### config.mk
export PLATFORM = sky130hd
export DESIGN_NAME = riscv_icache_arb_flat
export DESIGN_NICKNAME = d
export VERILOG_FILES = /design/src/rtl/riscv_icache_arb_if.sv /design/src/rtl/riscv_icache_arb.sv /design/src/flat_wrapper.sv
export SDC_FILE = /design/constraint.sdc
export NUM_CORES = 1
export LEC_CHECK = 0
export ABC_AREA = 1
export CORE_MARGIN = 2
export CORE_UTILIZATION = 30
export CTS_CLUSTER_DIAMETER = 30
export DETAILED_ROUTE_END_ITERATION = 10
export GPL_TIMING_DRIVEN = 0
export PLACE_DENSITY = 0.88
export SYNTH_ARGS = -nofsm -noshare
export SYNTH_HDL_FRONTEND = slang
export SYNTH_SLANG_ARGS = --single-unit
### constraint.sdc
create_clock -name clk_i -period 3.2 [get_ports clk_i]
set_input_delay 0.64 -clock clk_i [delete_from_list [all_inputs] [get_ports clk_i]]
set_output_delay 0.64 -clock clk_i [all_outputs]
set_load 0.05 [all_outputs]
### src/rtl/riscv_icache_arb_if.sv
`timescale 1ns/1ps
// ---------------------------------------------------------------------------
// riscv_icache_arb_if
// Bundles every signal around the shared icache request port:
//   - fetch requester F (request, flush pulse, routed response)
//   - prefetch requester P (request, routed valid)
//   - icache side (request, flush pulse, accept, response)
//   - status (busy, sticky spurious-response flag)
// Modports:
//   slave  : the arbiter itself (riscv_icache_arb)
//   master : the surrounding environment (fetch, prefetcher and cache)
// ---------------------------------------------------------------------------
interface riscv_icache_arb_if;
  // Fetch requester
  logic        f_rd_i;
  logic [31:0] f_pc_i;
  logic [1:0]  f_priv_i;
  logic        f_flush_i;
  logic        f_accept_o;
  logic        f_valid_o;
  logic [31:0] f_inst_o;
  logic        f_error_o;
  logic        f_page_fault_o;
  // Prefetch requester
  logic        p_rd_i;
  logic [31:0] p_pc_i;
  logic [1:0]  p_priv_i;
  logic        p_accept_o;
  logic        p_valid_o;
  // Icache port
  logic        icache_rd_o;
  logic [31:0] icache_pc_o;
  logic [1:0]  icache_priv_o;
  logic        icache_flush_o;
  logic        icache_accept_i;
  logic        icache_valid_i;
  logic [31:0] icache_inst_i;
  logic        icache_error_i;
  logic        icache_page_fault_i;
  // Status
  logic        busy_o;
  logic        spurious_o;

  modport slave (
    input  f_rd_i, f_pc_i, f_priv_i, f_flush_i,
    output f_accept_o, f_valid_o, f_inst_o, f_error_o, f_page_fault_o,
    input  p_rd_i, p_pc_i, p_priv_i,
    output p_accept_o, p_valid_o,
    output icache_rd_o, icache_pc_o, icache_priv_o, icache_flush_o,
    input  icache_accept_i, icache_valid_i, icache_inst_i,
    input  icache_error_i, icache_page_fault_i,
    output busy_o, spurious_o
  );

  modport master (
    output f_rd_i, f_pc_i, f_priv_i, f_flush_i,
    input  f_accept_o, f_valid_o, f_inst_o, f_error_o, f_page_fault_o,
    output p_rd_i, p_pc_i, p_priv_i,
    input  p_accept_o, p_valid_o,
    input  icache_rd_o, icache_pc_o, icache_priv_o, icache_flush_o,
    output icache_accept_i, icache_valid_i, icache_inst_i,
    output icache_error_i, icache_page_fault_i,
    input  busy_o, spurious_o
  );
endinterface

### src/rtl/riscv_icache_arb.sv
`timescale 1ns/1ps
// ---------------------------------------------------------------------------
// riscv_icache_arb
// Arbiter and sequencer for the shared instruction-cache request port.
//   - Grants at most one new request per cycle between fetch (F, priority)
//     and the next-line prefetcher (P), forcing a P grant after
//     STARVE_LIMIT consecutive F grants while P waits.
//   - Tracks up to MAX_OUTSTANDING in-order responses in an owner FIFO and
//     routes each response valid to its requester.
//   - Sequences flushes: stop issuing, drain outstanding requests, pulse
//     icache_flush_o for one cycle, resume.
// Ports:
//   clk_i : clock, rising edge
//   rst_i : asynchronous active-high reset
//   bus   : riscv_icache_arb_if.slave (requester, icache and status signals)
// Parameters:
//   MAX_OUTSTANDING : owner FIFO depth, 1..4
//   STARVE_LIMIT    : F grants in a row before P is forced, 1..15
// ---------------------------------------------------------------------------
module riscv_icache_arb #(
  parameter int MAX_OUTSTANDING = 2,
  parameter int STARVE_LIMIT    = 4
) (
  input  logic                 clk_i,
  input  logic                 rst_i,
  riscv_icache_arb_if.slave    bus
);

  localparam int CNT_W = 3;
  localparam int PTR_W = 2;

  typedef enum logic [1:0] {
    ST_RUN,
    ST_DRAIN,
    ST_FLUSH
  } state_t;

  state_t             r_state;
  state_t             w_nextState;
  logic [CNT_W-1:0]   r_count;
  logic [PTR_W-1:0]   r_rdPtr;
  logic [PTR_W-1:0]   r_wrPtr;
  // Owner storage is a fixed 4-entry vector so the 2-bit pointers index it
  // cleanly for any depth; entries at or above MAX_OUTSTANDING stay unused.
  logic [3:0]         r_owner;
  logic [3:0]         r_starveCnt;
  logic               r_spurious;

  logic               w_issueOk;
  logic               w_pickP;
  logic               w_icacheRd;
  logic               w_push;
  logic               w_pop;
  logic               w_head;
  logic               w_fAccept;
  logic               w_pAccept;

  // Issue gating and grant selection. F wins by default; P wins when F is
  // idle or when P has been passed over STARVE_LIMIT times in a row.
  // Issue is blocked in the very cycle a flush is requested so that no new
  // request can slip in ahead of the drain.
  always_comb begin
    w_issueOk  = (r_state == ST_RUN) && !bus.f_flush_i &&
                 (r_count < CNT_W'(MAX_OUTSTANDING));
    w_pickP    = bus.p_rd_i &&
                 (!bus.f_rd_i || (r_starveCnt == 4'(STARVE_LIMIT)));
    w_icacheRd = w_issueOk && (bus.f_rd_i || bus.p_rd_i);
    w_push     = w_icacheRd && bus.icache_accept_i;
    w_fAccept  = w_push && !w_pickP;
    w_pAccept  = w_push && w_pickP;
    w_pop      = bus.icache_valid_i && (r_count != '0);
    w_head     = r_owner[r_rdPtr];
  end

  // Request path forwarding; address and privilege follow the chosen
  // requester and show F's values whenever P is not chosen.
  assign bus.icache_rd_o    = w_icacheRd;
  assign bus.icache_pc_o    = w_pickP ? {bus.p_pc_i[31:2], 2'b00}
                                      : {bus.f_pc_i[31:2], 2'b00};
  assign bus.icache_priv_o  = w_pickP ? bus.p_priv_i : bus.f_priv_i;
  assign bus.f_accept_o     = w_fAccept;
  assign bus.p_accept_o     = w_pAccept;

  // Response path routing from the FIFO head; data passes straight through.
  assign bus.f_valid_o      = w_pop && !w_head;
  assign bus.p_valid_o      = w_pop && w_head;
  assign bus.f_inst_o       = bus.icache_inst_i;
  assign bus.f_error_o      = bus.icache_error_i;
  assign bus.f_page_fault_o = bus.icache_page_fault_i;

  assign bus.icache_flush_o = (r_state == ST_FLUSH);
  assign bus.busy_o         = (r_state != ST_RUN);
  assign bus.spurious_o     = r_spurious;

  // Flush sequencer state register.
  always_ff @(posedge clk_i or posedge rst_i) begin
    if (rst_i) begin
      r_state <= ST_RUN;
    end else begin
      r_state <= w_nextState;
    end
  end

  // Flush sequencer next state. DRAIN looks at the registered count, so the
  // final pop is seen one cycle later; flush requests outside RUN are
  // coalesced into the flush already in progress.
  always_comb begin
    w_nextState = r_state;
    unique case (r_state)
      ST_RUN:   if (bus.f_flush_i) w_nextState = ST_DRAIN;
      ST_DRAIN: if (r_count == '0) w_nextState = ST_FLUSH;
      ST_FLUSH: w_nextState = ST_RUN;
      default:  w_nextState = ST_RUN;
    endcase
  end

  // Owner FIFO: push the winner on an accepted request, pop on a response
  // that has an owner. Pointers wrap at MAX_OUTSTANDING, not at 4.
  always_ff @(posedge clk_i or posedge rst_i) begin
    if (rst_i) begin
      r_count <= '0;
      r_rdPtr <= '0;
      r_wrPtr <= '0;
      r_owner <= '0;
    end else begin
      if (w_push) begin
        r_owner[r_wrPtr] <= w_pickP;
        r_wrPtr <= (r_wrPtr == PTR_W'(MAX_OUTSTANDING - 1)) ? '0 : r_wrPtr + 1'b1;
      end
      if (w_pop) begin
        r_rdPtr <= (r_rdPtr == PTR_W'(MAX_OUTSTANDING - 1)) ? '0 : r_rdPtr + 1'b1;
      end
      unique case ({w_push, w_pop})
        2'b10:   r_count <= r_count + 1'b1;
        2'b01:   r_count <= r_count - 1'b1;
        default: r_count <= r_count;
      endcase
    end
  end

  // Starvation counter: counts F grants that P watched go by, clears as
  // soon as P is served or stops asking, and saturates at the limit.
  always_ff @(posedge clk_i or posedge rst_i) begin
    if (rst_i) begin
      r_starveCnt <= '0;
    end else if (!bus.p_rd_i || w_pAccept) begin
      r_starveCnt <= '0;
    end else if (w_fAccept && (r_starveCnt < 4'(STARVE_LIMIT))) begin
      r_starveCnt <= r_starveCnt + 1'b1;
    end
  end

  // Sticky flag for a response that arrives with nobody waiting for it.
  always_ff @(posedge clk_i or posedge rst_i) begin
    if (rst_i) begin
      r_spurious <= 1'b0;
    end else if (bus.icache_valid_i && (r_count == '0)) begin
      r_spurious <= 1'b1;
    end
  end

endmodule
### src/flat_wrapper.sv
// flat-port wrapper written by rule: the top's interface ports become plain ports
module riscv_icache_arb_flat 
#(
  parameter int MAX_OUTSTANDING = 2,
  parameter int STARVE_LIMIT    = 4
)
  (clk_i, rst_i, bus_f_rd_i, bus_f_pc_i, bus_f_priv_i, bus_f_flush_i, bus_f_accept_o, bus_f_valid_o, bus_f_inst_o, bus_f_error_o, bus_f_page_fault_o, bus_p_rd_i, bus_p_pc_i, bus_p_priv_i, bus_p_accept_o, bus_p_valid_o, bus_icache_rd_o, bus_icache_pc_o, bus_icache_priv_o, bus_icache_flush_o, bus_icache_accept_i, bus_icache_valid_i, bus_icache_inst_i, bus_icache_error_i, bus_icache_page_fault_i, bus_busy_o, bus_spurious_o);
  riscv_icache_arb_if bus_i ();
  input  logic clk_i;
  input  logic rst_i;
  input wire logic [$bits(bus_i.f_rd_i)-1:0] bus_f_rd_i;
  input wire logic [$bits(bus_i.f_pc_i)-1:0] bus_f_pc_i;
  input wire logic [$bits(bus_i.f_priv_i)-1:0] bus_f_priv_i;
  input wire logic [$bits(bus_i.f_flush_i)-1:0] bus_f_flush_i;
  output wire logic [$bits(bus_i.f_accept_o)-1:0] bus_f_accept_o;
  output wire logic [$bits(bus_i.f_valid_o)-1:0] bus_f_valid_o;
  output wire logic [$bits(bus_i.f_inst_o)-1:0] bus_f_inst_o;
  output wire logic [$bits(bus_i.f_error_o)-1:0] bus_f_error_o;
  output wire logic [$bits(bus_i.f_page_fault_o)-1:0] bus_f_page_fault_o;
  input wire logic [$bits(bus_i.p_rd_i)-1:0] bus_p_rd_i;
  input wire logic [$bits(bus_i.p_pc_i)-1:0] bus_p_pc_i;
  input wire logic [$bits(bus_i.p_priv_i)-1:0] bus_p_priv_i;
  output wire logic [$bits(bus_i.p_accept_o)-1:0] bus_p_accept_o;
  output wire logic [$bits(bus_i.p_valid_o)-1:0] bus_p_valid_o;
  output wire logic [$bits(bus_i.icache_rd_o)-1:0] bus_icache_rd_o;
  output wire logic [$bits(bus_i.icache_pc_o)-1:0] bus_icache_pc_o;
  output wire logic [$bits(bus_i.icache_priv_o)-1:0] bus_icache_priv_o;
  output wire logic [$bits(bus_i.icache_flush_o)-1:0] bus_icache_flush_o;
  input wire logic [$bits(bus_i.icache_accept_i)-1:0] bus_icache_accept_i;
  input wire logic [$bits(bus_i.icache_valid_i)-1:0] bus_icache_valid_i;
  input wire logic [$bits(bus_i.icache_inst_i)-1:0] bus_icache_inst_i;
  input wire logic [$bits(bus_i.icache_error_i)-1:0] bus_icache_error_i;
  input wire logic [$bits(bus_i.icache_page_fault_i)-1:0] bus_icache_page_fault_i;
  output wire logic [$bits(bus_i.busy_o)-1:0] bus_busy_o;
  output wire logic [$bits(bus_i.spurious_o)-1:0] bus_spurious_o;
  assign bus_i.f_rd_i = bus_f_rd_i;
  assign bus_i.f_pc_i = bus_f_pc_i;
  assign bus_i.f_priv_i = bus_f_priv_i;
  assign bus_i.f_flush_i = bus_f_flush_i;
  assign bus_f_accept_o = bus_i.f_accept_o;
  assign bus_f_valid_o = bus_i.f_valid_o;
  assign bus_f_inst_o = bus_i.f_inst_o;
  assign bus_f_error_o = bus_i.f_error_o;
  assign bus_f_page_fault_o = bus_i.f_page_fault_o;
  assign bus_i.p_rd_i = bus_p_rd_i;
  assign bus_i.p_pc_i = bus_p_pc_i;
  assign bus_i.p_priv_i = bus_p_priv_i;
  assign bus_p_accept_o = bus_i.p_accept_o;
  assign bus_p_valid_o = bus_i.p_valid_o;
  assign bus_icache_rd_o = bus_i.icache_rd_o;
  assign bus_icache_pc_o = bus_i.icache_pc_o;
  assign bus_icache_priv_o = bus_i.icache_priv_o;
  assign bus_icache_flush_o = bus_i.icache_flush_o;
  assign bus_i.icache_accept_i = bus_icache_accept_i;
  assign bus_i.icache_valid_i = bus_icache_valid_i;
  assign bus_i.icache_inst_i = bus_icache_inst_i;
  assign bus_i.icache_error_i = bus_icache_error_i;
  assign bus_i.icache_page_fault_i = bus_icache_page_fault_i;
  assign bus_busy_o = bus_i.busy_o;
  assign bus_spurious_o = bus_i.spurious_o;
  riscv_icache_arb #(.MAX_OUTSTANDING(MAX_OUTSTANDING), .STARVE_LIMIT(STARVE_LIMIT)) u_core (.clk_i(clk_i), .rst_i(rst_i), .bus(bus_i));
endmodule
# Yosys cells after proc, flatten, opt, wreduce, memory -nomap -nowiden
# Index checks and enable logic that the tools add are counted.
word_totals:
  inputBits: 109
  regBits: 18
op_classes:
  add_sub_neg: 5
  n_eq_ne: 9
  order_cmp: 5
  n_reduce_logical: 28
  n_mux: 15
op_table:
  columns: ["operator", "n"]
  rows:
  - ["2-to-1 mux 32 bit", 1]
  - ["logical AND 1 bit", 13]
  - ["2-to-1 mux 2 bit", 5]
  - ["== test 2 x 1 -> 1 bit (second input constant)", 4]
  - ["2-to-1 mux 4 bit", 2]
  - ["less-than comparator 2 x 3 -> 1 bit (second input constant)", 2]
  - ["case mux 3 bit (2 select lines)", 1]
  - ["nonzero test 2 bit", 3]
  - ["logical NOT 1 bit", 5]
  - ["adder 2 x 1 -> 2 bit (second input constant)", 2]
  - ["adder 4 x 1 -> 4 bit (second input constant)", 1]
  - ["bitwise mux 4 bit", 1]
  - ["== test 2 bit (second input constant)", 2]
  - ["== test 4 x 3 -> 1 bit (second input constant)", 1]
  - ["less-than comparator 4 x 3 -> 1 bit (second input constant)", 1]
  - ["case mux 2 bit (2 select lines)", 1]
  - ["adder 3 x 1 -> 3 bit (second input constant)", 1]
  - ["logical NOT 3 bit", 1]
  - ["logical OR 1 bit", 3]
  - ["less-than comparator 3 x 2 -> 1 bit (second input constant)", 1]
  - ["nonzero test 3 bit", 1]
  - ["subtractor 3 x 1 -> 3 bit (second input constant)", 1]
  - ["binary-select mux 1 bit (select 2 bit)", 1]
  - ["demux 1 bit (select 2 bit)", 1]
  - ["6 further kinds", 7]

# Logic depth before layout (Yosys ltp)
# Gate-level depths: netlist of run 1.
depth:
  ltp_word: 9
  ltp_mapped: 12
  depth_no_buf: 12

# Worst setup path after synthesis of run 1
# No wires, ideal clock.
synth_timing:
  kind: "input to output"
  from: "input bus_p_rd_i"
  to: "output bus_f_accept_o"
  setup_slack_ns: 0.549
  arrival_time_ns: 2.011
  required_ns: 2.560
  stages: 6
  cell_sequence: "inv_1 > nand2_1 > nand2_1 > nor2_1 > nand3_1 > inv_1"
synth_between:
  elab_chain_len: 4
synth_lines:
  columns: ["element", "line_no", "rtl"]
  rows:
  - ["start, declared", "flat_wrapper.sv:20", "input wire logic [$bits(bus_i.p_rd_i)-1:0] bus_p_rd_i;"]
  - ["logical OR 1 bit", "riscv_icache_arb.sv:67", "w_icacheRd = w_issueOk && (bus.f_rd_i || bus.p_rd_i);"]
  - ["logical AND 1 bit", "riscv_icache_arb.sv:67", null]
  - ["via bus_icache_rd_o", "flat_wrapper.sv:25", "output wire logic [$bits(bus_i.icache_rd_o)-1:0] bus_icache_rd_o;"]
  - ["logical AND 1 bit", "riscv_icache_arb.sv:68", "w_push = w_icacheRd && bus.icache_accept_i;"]
  - ["logical AND 1 bit", "riscv_icache_arb.sv:69", "w_fAccept = w_push && !w_pickP;"]
  - ["end, declared", "flat_wrapper.sv:15", "output wire logic [$bits(bus_i.f_accept_o)-1:0] bus_f_accept_o;"]
# The timed path passes the listed nets, and every way through them passes these cells.

# Worst setup path after layout of run 1
layout_timing:
  from: "input bus_f_rd_i"
  to: "output bus_f_accept_o"
layout_between:
  elab_chain_len: 5
layout_lines:
  columns: ["element", "line_no", "rtl"]
  rows:
  - ["start, declared", "flat_wrapper.sv:11", "input wire logic [$bits(bus_i.f_rd_i)-1:0] bus_f_rd_i;"]
  - ["logical NOT 1 bit", "riscv_icache_arb.sv:66", "(!bus.f_rd_i || (r_starveCnt == 4'(STARVE_LIMIT)));"]
  - ["logical OR 1 bit", "riscv_icache_arb.sv:66", null]
  - ["logical AND 1 bit", "riscv_icache_arb.sv:65", "w_pickP = bus.p_rd_i &&"]
  - ["logical NOT 1 bit", "riscv_icache_arb.sv:69", null]
  - ["logical AND 1 bit (*)", "riscv_icache_arb.sv:69", null]
# Every way passes the cells marked *; elsewhere a longest branch is shown, timed or not.

==> summary.md, run 1 <==
| Metric | Value |
|---|---|
| Global-route wire length before repair | between 8 and 9 mm |
| Initial antenna violation count | 0 |
| RSZ-0062 raised after global routing | no |
| Area of the multi-input gates | between 700 and 800 µm² |
| Inst Count DP | around 400 |
| Synthesis Warnings | 0 |
| Nets | 450 |
| Design area | around 3200 µm² |
| Worst setup path class | input port to primary output |
| Worst skew pair latency | 250 ps |
| Critical-path top delay cell | clkdlybuf4s50_1 |
| Min cycle time layout | just over 3000 ps |
| Worst EP arrival | ~2500 ps |
| Max-Slew Margin vs Limit | 0.544 |
| Final WS setup | about 90 ps |
| DR vias | 1774 |
| Maximum VDD drop | 0.000213 V |
| Post-CTS Setup Inserts | 0 |
| Worst Skew | 5.23 ps |
| Area delta synth->final | 96.3% |
| DRC errors left | 0 |
| Initial DRT Pass Iterations | 6 |
| WL final | ~5.2 mm |
| FMAX | 0.322 GHz |
| Netlist cell types | 23 |
| Mapped Area | 1620 µm² |
| Die area | ~6000 µm² |
| Period utilisation layout | 0.972 |
| Post-synth EDFFs | 0 |
| Met3 routed WL | 413 µm |
| CP Launch Type | input port |
| # diodes | 0 |
| Metal-1 WL | approximately 1.8 mm |
| DP Wirelength | 4.52 mm |
| Required time of the critical path | around 2600 ps |
| Pwr dens | roughly 420 nW/µm² |
| Horiz. Die Dim | ~77 µm |
| Via count of the first global-routing pass | 1883 |
| Worst Hold Class | flip-flop to flip-flop |
| Clock Path Buffers | 2 |
| P_leak | approximately 1.5 nW |
| Post-synthesis sequential element count | 18 |
| Port buffer count | 144 |
| Fin. max-slew vios | 0 |
| Effective utilization at floorplan | 0.315 |
| GPL Wtd Cong | about 0.76 |
| Top sig layer | met4 |
| Num CTS Buffers | 3 |
| Synth cell count leaders | buf_4 (36), mux2_2 (27), inv_1 (23) |
| Status | completed |
| Vias per std cell | roughly 4.4 |
| Post-synth top area share | 0.278 |
| Flop2flop setup slack | roughly 1100 ps |
| Reg2reg path depth | 12 |
| Row Count | 26 |
| Total Routing Usage GR | 0.170 |
| Main synth FF type | dfrtp_1 |
| RR Endpoint | u_core.r_count[2] |
| Detail Route Antenna Nets | 0 |
| Largest net degree at the start of global routing | 19 |
| Final setup viols | 0 |
| WHS | between 400 and 500 ps |
| Clk sinks | 18 |
| Core region area | 5140 µm² |
| Critical-path cell list | clkdlybuf4s50_1 > nand2_1 > nand2_1 > buf_6 > nand3_1 > inv_1 > clkdlybuf4s50_1 |
| CP Capture Type | primary output |
| GRT overflow | 0 |
| RR Startpoint | u_core.r_count[1] |
| Routed len/inst | 12.8 µm |
| Boundary Pins | around 190 |
| Initial DRC Count | 54 |
| CTS tree | yes |
| Crit. Startpoint | bus_f_rd_i |
| Post-layout util | 0.618 |
| Synth area leaders | dfrtp_1 (28%), mux2_2 (19%), buf_4 (17%), inv_1 (5.3%), nand2_1 (5.1%) |
| Chip Height | 77.4 µm |
| Fill cells | 453 |
| Top-count cell post-synth | buf_4 |
| Slew @ Worst Pin | a little under 700 ps |
| Cell taking the most area after synthesis | dfrtp_1 |
| Slowest cell delay on critical path | around 790 ps |
| Post-placement cell area | between 3000 and 4000 µm² |
| Hold path startpoint | u_core.r_state[1] |
| Root Buffer | clkbuf_8 |
| Register area | roughly 450 µm² |
| Mean post-synth cell area | 8.65 µm² |
| Share of layout cells above drive strength 1 | 0.238 |
| Metal2 WL | 2.88 mm |
| Max cap viols | 0 |
| Crit path max fanout | 10 |
| Reg clk slew, reported paths | approximately 70 ps |
| Place WS | -139 ps |
| Final hold viol count | 0 |
| Fin cells | slightly above 400 |
| Post-Syn Instances | around 190 |
| CP endpoint | bus_f_accept_o |
| H-Tree Depth | 1 |
| Register area share after synthesis | 0.278 |
| FFs w/ async S/R, synth | 1.00 |
worst max-delay path: cells and delay by family:
family,cells,cell delay (ps)
buf+inv,4,1540
simple gates,3,290
kinds of logic after synthesis:
logic type | share of synthesized area
buffers and inverters | 0.241
and+or+nand+nor | 0.139
muxes | 0.234
DFF | 0.278
AOI/OAI and AO/OA | 0.0425
xor gates and xnor gates | 0.0271
adders and majority gates | 0.0356
other | 0.00232
layout by cell type, fill, tap and decap left out:
cell type	netlist	routed
clkdlybuf4s50_1	0	111
buf_4	36	36
dlygate4sd2_1	0	30
mux2_2	27	27
inv_1	23	23
nand2_1	22	22
dfrtp_1	18	18
nor2_1	13	13
nand3_1	11	11
o21ai_0	7	7
mux2_4	5	5
xor2_1	4	4
clkbuf_8	0	4
a21oi_1	3	3
ha_1	3	3
dlymetal6s2s_1	0	3
buf_6	2	2
nor2_2	2	2
nor3_1	2	2
buf_2	2	2
conb_1	1	2
nand3_2	1	1
a32o_1	1	1
and2_1	1	1
a31o_2	1	1
xnor2_1	1	1
fa_1	1	1
layout make-up:
cell class,instances,share of cell area
flip-flops and latches,18,0.142
plain buffers,40,0.0954
inverters,23,0.0272
well taps,70,0.0276
repair buffers,144,0.444
multi-input cells,107,0.246
clock buffers,4,0.0173
per-layer routing:
metal,GRT usage,up-vias
li1,-,857
met1,0.177,801
met2,0.334,104
met3,0.0372,12
met4,0.0554,0
met5,0,-
flip-flops by register name (all words and copies together) (netlist names):
register               count
u_core.r_starveCnt         4
u_core.r_rdPtr             2
u_core.r_wrPtr             2
u_core.r_owner             4
u_core.r_state             2
u_core.r_count             3
u_core.bus.spurious_o      1
what timing repair did:
| action | CTS | global route |
|---|---|---|
| gates cloned | 0 | 0 |
| hold buffers | 0 | 0 |
| endpoints found under the setup margin | 30 | 3 |
| resized for setup | 30 | 3 |
where the power goes:
part | total (W) | leakage (nW) | internal, W | switching (W)
clock network | 0.000186 | 0.0288 | 0.000109 | 0.0000768
registers | 0.000345 | 0.229 | 0.000295 | 0.0000507
logic | 0.000797 | 1.27 | 0.000319 | 0.000478
worst min path at each step:
stage | to | slack [ps] | cells after the start
floorplan | u_core.r_state[1] | 430 | 1
global placement | u_core.r_state[1] | 450 | 1
detailed placement | u_core.r_state[1] | 460 | 1
CTS | u_core.r_state[1] | 470 | 1
global route | u_core.r_state[1] | 510 | 1
finish | u_core.r_state[1] | 470 | 1
stage by stage:
| step | power (W) | setup TNS [ps] |
|---|---|---|
| floorplan | 0.000884 | 0 |
| global placement | 0.00114 | -2830 |
| detailed placement | 0.00116 | -2820 |
| CTS | 0.00133 | 0 |
| global route | 0.00141 | 0 |
| finish | 0.00133 | 0 |
Note: power is estimated with default switching activity, not from simulation.
==> inputs of run 2 (changes only) <==
- CTS_CLUSTER_DIAMETER: 30 -> 120
==> results of run 2 <==
The final DEF is identical to that of run 1; final timing and power are the same.
==> inputs of run 3 (changes only) <==
- RECOVER_POWER: unset -> 100
==> run 3 against run 2 <==
Maximum frequency grew 0.34%. Design area shrank 1.6%. Register-to-register slack is essentially flat. Sequential cell count is the same. Global-route usage is the same. Sequential power is essentially flat. Final cell count is the same. Worst hold slack is essentially flat. Die area is the same. Count of clock-buffer cells in the layout is the same. Critical path depth is the same. Combinational power shrank 3.4%. Critical path type unchanged. Largest cell class unchanged.
==> summary.md, run 3 (synthesis gave the netlist of run 1 again) <==
| Metric | Value |
|---|---|
| Status | completed (unchanged) |
| Num CTS Buffers | 3 (unchanged) |
| Critical-path top delay cell | clkdlybuf4s50_1 (unchanged) |
| Worst EP arrival | 2460 ps (was 2470 ps) |
| RR Endpoint | u_core.r_count[2] (unchanged) |
| Logic pwr share | 0.591 (was 0.600) |
| Max-Slew Margin vs Limit | 0.549 (was 0.544) |
| Final setup TNS | 0 ps (unchanged) |
| Reg clk slew, reported paths | 70 ps (about the same) |
| Effective utilization at floorplan | 0.315 (unchanged) |
| Worst Hold Class | flip-flop to flip-flop (unchanged) |
| GRT overflow | 0 (unchanged) |
| Post-CTS Setup Inserts | 0 (unchanged) |
| Hold path depth | 1 (unchanged) |
| Vias per std cell | 4.35 (was 4.37) |
| Switch share | 0.463 (was 0.456) |
| Horiz. Die Dim | 77.4 µm (unchanged) |
| Max cap viols | 0 (unchanged) |
| RR Startpoint | u_core.r_count[1] (unchanged) |
| Pint | 0.000700 W (was 0.000723 W) |
| Critical-path cell list | clkdlybuf4s50_1 > nand2_1 > nand2_1 > buf_6 > nand3_1 > inv_1 > clkdlybuf4s50_1 (unchanged) |
| Design area | 3120 µm² (was 3180 µm²) |
| CTS tree | yes (unchanged) |
| Final setup viols | 0 (unchanged) |
| # diodes | 0 (unchanged) |
| RSZ-0062 raised after global routing | no (unchanged) |
| Worst skew pair latency | 250 ps (about the same) |
| DRC errors left | 0 (unchanged) |
| GPL Wtd Cong | 0.761 (unchanged) |
| Inst Count DP | 402 (unchanged) |
| Chip Height | 77.4 µm (unchanged) |
| FMAX | 0.323 GHz (was 0.322 GHz) |
| NetSw | 0.000604 W (was 0.000605 W) |
| Hold path startpoint | u_core.r_state[1] (unchanged) |
| Row Count | 26 (unchanged) |
| H-Tree Depth | 1 (unchanged) |
| Boundary Pins | 185 (unchanged) |
| Clk sinks | 18 (unchanged) |
| Routed len/inst | 12.9 µm (was 12.8 µm) |
| Reg2reg path depth | 12 (unchanged) |
| Maximum VDD drop | 0.000203 V (was 0.000213 V) |
| Crit path max fanout | 10 (unchanged) |
| Place WS | -139 ps (unchanged) |
| Hold-fix buffers, CTS | 0 (unchanged) |
| Core region area | 5140 µm² (unchanged) |
| Most common cell after layout, fill and taps aside | clkdlybuf4s50_1 (unchanged) |
| Hold Path End | u_core.r_state[1] (unchanged) |
| Final WS setup | 101 ps (was 90.3 ps) |
| Initial antenna violation count | 0 (unchanged) |
| Post-placement cell area | 3150 µm² (unchanged) |
| WL final | 5.22 mm (about the same) |
| Nets | 450 (unchanged) |
| Clock Path Buffers | 2 (unchanged) |
| Share of layout cells above drive strength 1 | 0.217 (was 0.238) |
| Detail Route Antenna Nets | 0 (unchanged) |
| Required time of the critical path | 2560 ps (about the same) |
| Via count of the first global-routing pass | 1883 (unchanged) |
| P_leak | 1.49 nW (was 1.52 nW) |
| Sequential fraction of design power | 0.265 (was 0.260) |
| Initial DRT Pass Iterations | 4 (was 6) |
| Root Buffer | clkbuf_8 (unchanged) |
| Die area | 6000 µm² (unchanged) |
| Most frequent cells in the layout | clkdlybuf4s50_1 (69), dlygate4sd3_1 (42), buf_4 (37), dlygate4sd2_1 (30), mux2_2 (26) (was clkdlybuf4s50_1 (111), buf_4 (36), dlygate4sd2_1 (30), mux2_2 (27), inv_1 (23)) |
| Flop2flop setup slack | 1120 ps (about the same) |
| Worst Skew | 5.38 ps (was 5.23 ps) |
| CP Launch Type | input port (unchanged) |
| Initial DRC Count | 64 (was 54) |
| Top Registers | u_core.r_owner (4), u_core.r_starveCnt (4), u_core.r_count (3) (unchanged) |
| DP Wirelength | 4.52 mm (unchanged) |
| Port buffer count | 144 (unchanged) |
| Final hold viol count | 0 (unchanged) |
| Area delta synth->final | 93.1% (was 96.3%) |
| Min cycle time layout | 3100 ps (was 3110 ps) |
| Worst setup path class | input port to primary output (unchanged) |
| Slew @ Worst Pin | 676 ps (was 683 ps) |
| Pwr dens | 417 nW/µm² (was 418 nW/µm²) |
| CP Capture Type | primary output (unchanged) |
| Fin. max-slew vios | 0 (unchanged) |
| Total Routing Usage GR | 0.170 (unchanged) |
| Slowest cell delay on critical path | 790 ps (about the same) |
| Largest net degree at the start of global routing | 19 (unchanged) |
| Fin cells | 406 (unchanged) |
| DR vias | 1767 (was 1774) |
| Period utilisation layout | 0.968 (was 0.972) |
| Global-route wire length before repair | 8.25 mm (unchanged) |
| Part of the power in the clock network | 0.144 (was 0.140) |
run 3: how the worst max path moves through the flow:
stage,start,end,slack (ps),depth (start not counted)
6_report,bus_f_rd_i,bus_f_accept_o,100,7
5_1_grt,bus_f_rd_i,bus_f_accept_o,7,7
4_1_cts,bus_f_rd_i,bus_icache_pc_o[20],4,6
3_5_place_dp,bus_f_rd_i,bus_icache_pc_o[10],-140,7
3_3_place_gp,bus_f_rd_i,bus_icache_pc_o[15],-140,7
2_1_floorplan,bus_p_rd_i,bus_f_accept_o,550,6
run 3: area by class of cell:
type                            instances  area, µm²
Fill cell                             468       2020
Timing Repair Buffer                  144       1390
Multi-Input combinational cell        107        761
Sequential cell                        18        450
Buffer                                 40        299
Tap cell                               70       87.6
Inverter                               23       86.3
Clock buffer                            4       55.1
run 3: per-layer routing:
layer	wire length, µm	part of all wire	GRT usage
met5	0	0	0
met4	105	0.020	0.0554
met3	396	0.076	0.0372
met2	2860	0.55	0.334
met1	1860	0.36	0.177
run 3: critical path, delay by kind of cell:
| kind | cells | cell delay [ps] |
|---|---|---|
| buffers and inverters | 4 | 1530 |
| AND/OR/NAND/NOR | 3 | 300 |
run 3: stage by stage:
stage,util,power (W),hold WS (ps)
floorplan,-,0.000884,433
CTS,0.616,0.00133,472
global route,0.608,0.00139,508
finish,0.608,0.00130,471
detailed placement,0.613,0.00116,456
global placement,0.613,0.00114,448
run 3: timing repair:
item,CTS,global route
gates resized for setup,30,3
hold endpoints to repair,0,0
endpoints found under the setup margin,30,3
run 3: power by group through the flow:
stage               logic [W]  clock network (W)  registers [W]
finish               0.000770           0.000188       0.000345
global route         0.000830           0.000201       0.000356
CTS                  0.000801           0.000189       0.000345
detailed placement   0.000816                  0       0.000348
global placement     0.000798                  0       0.000344
floorplan            0.000540                  0       0.000345
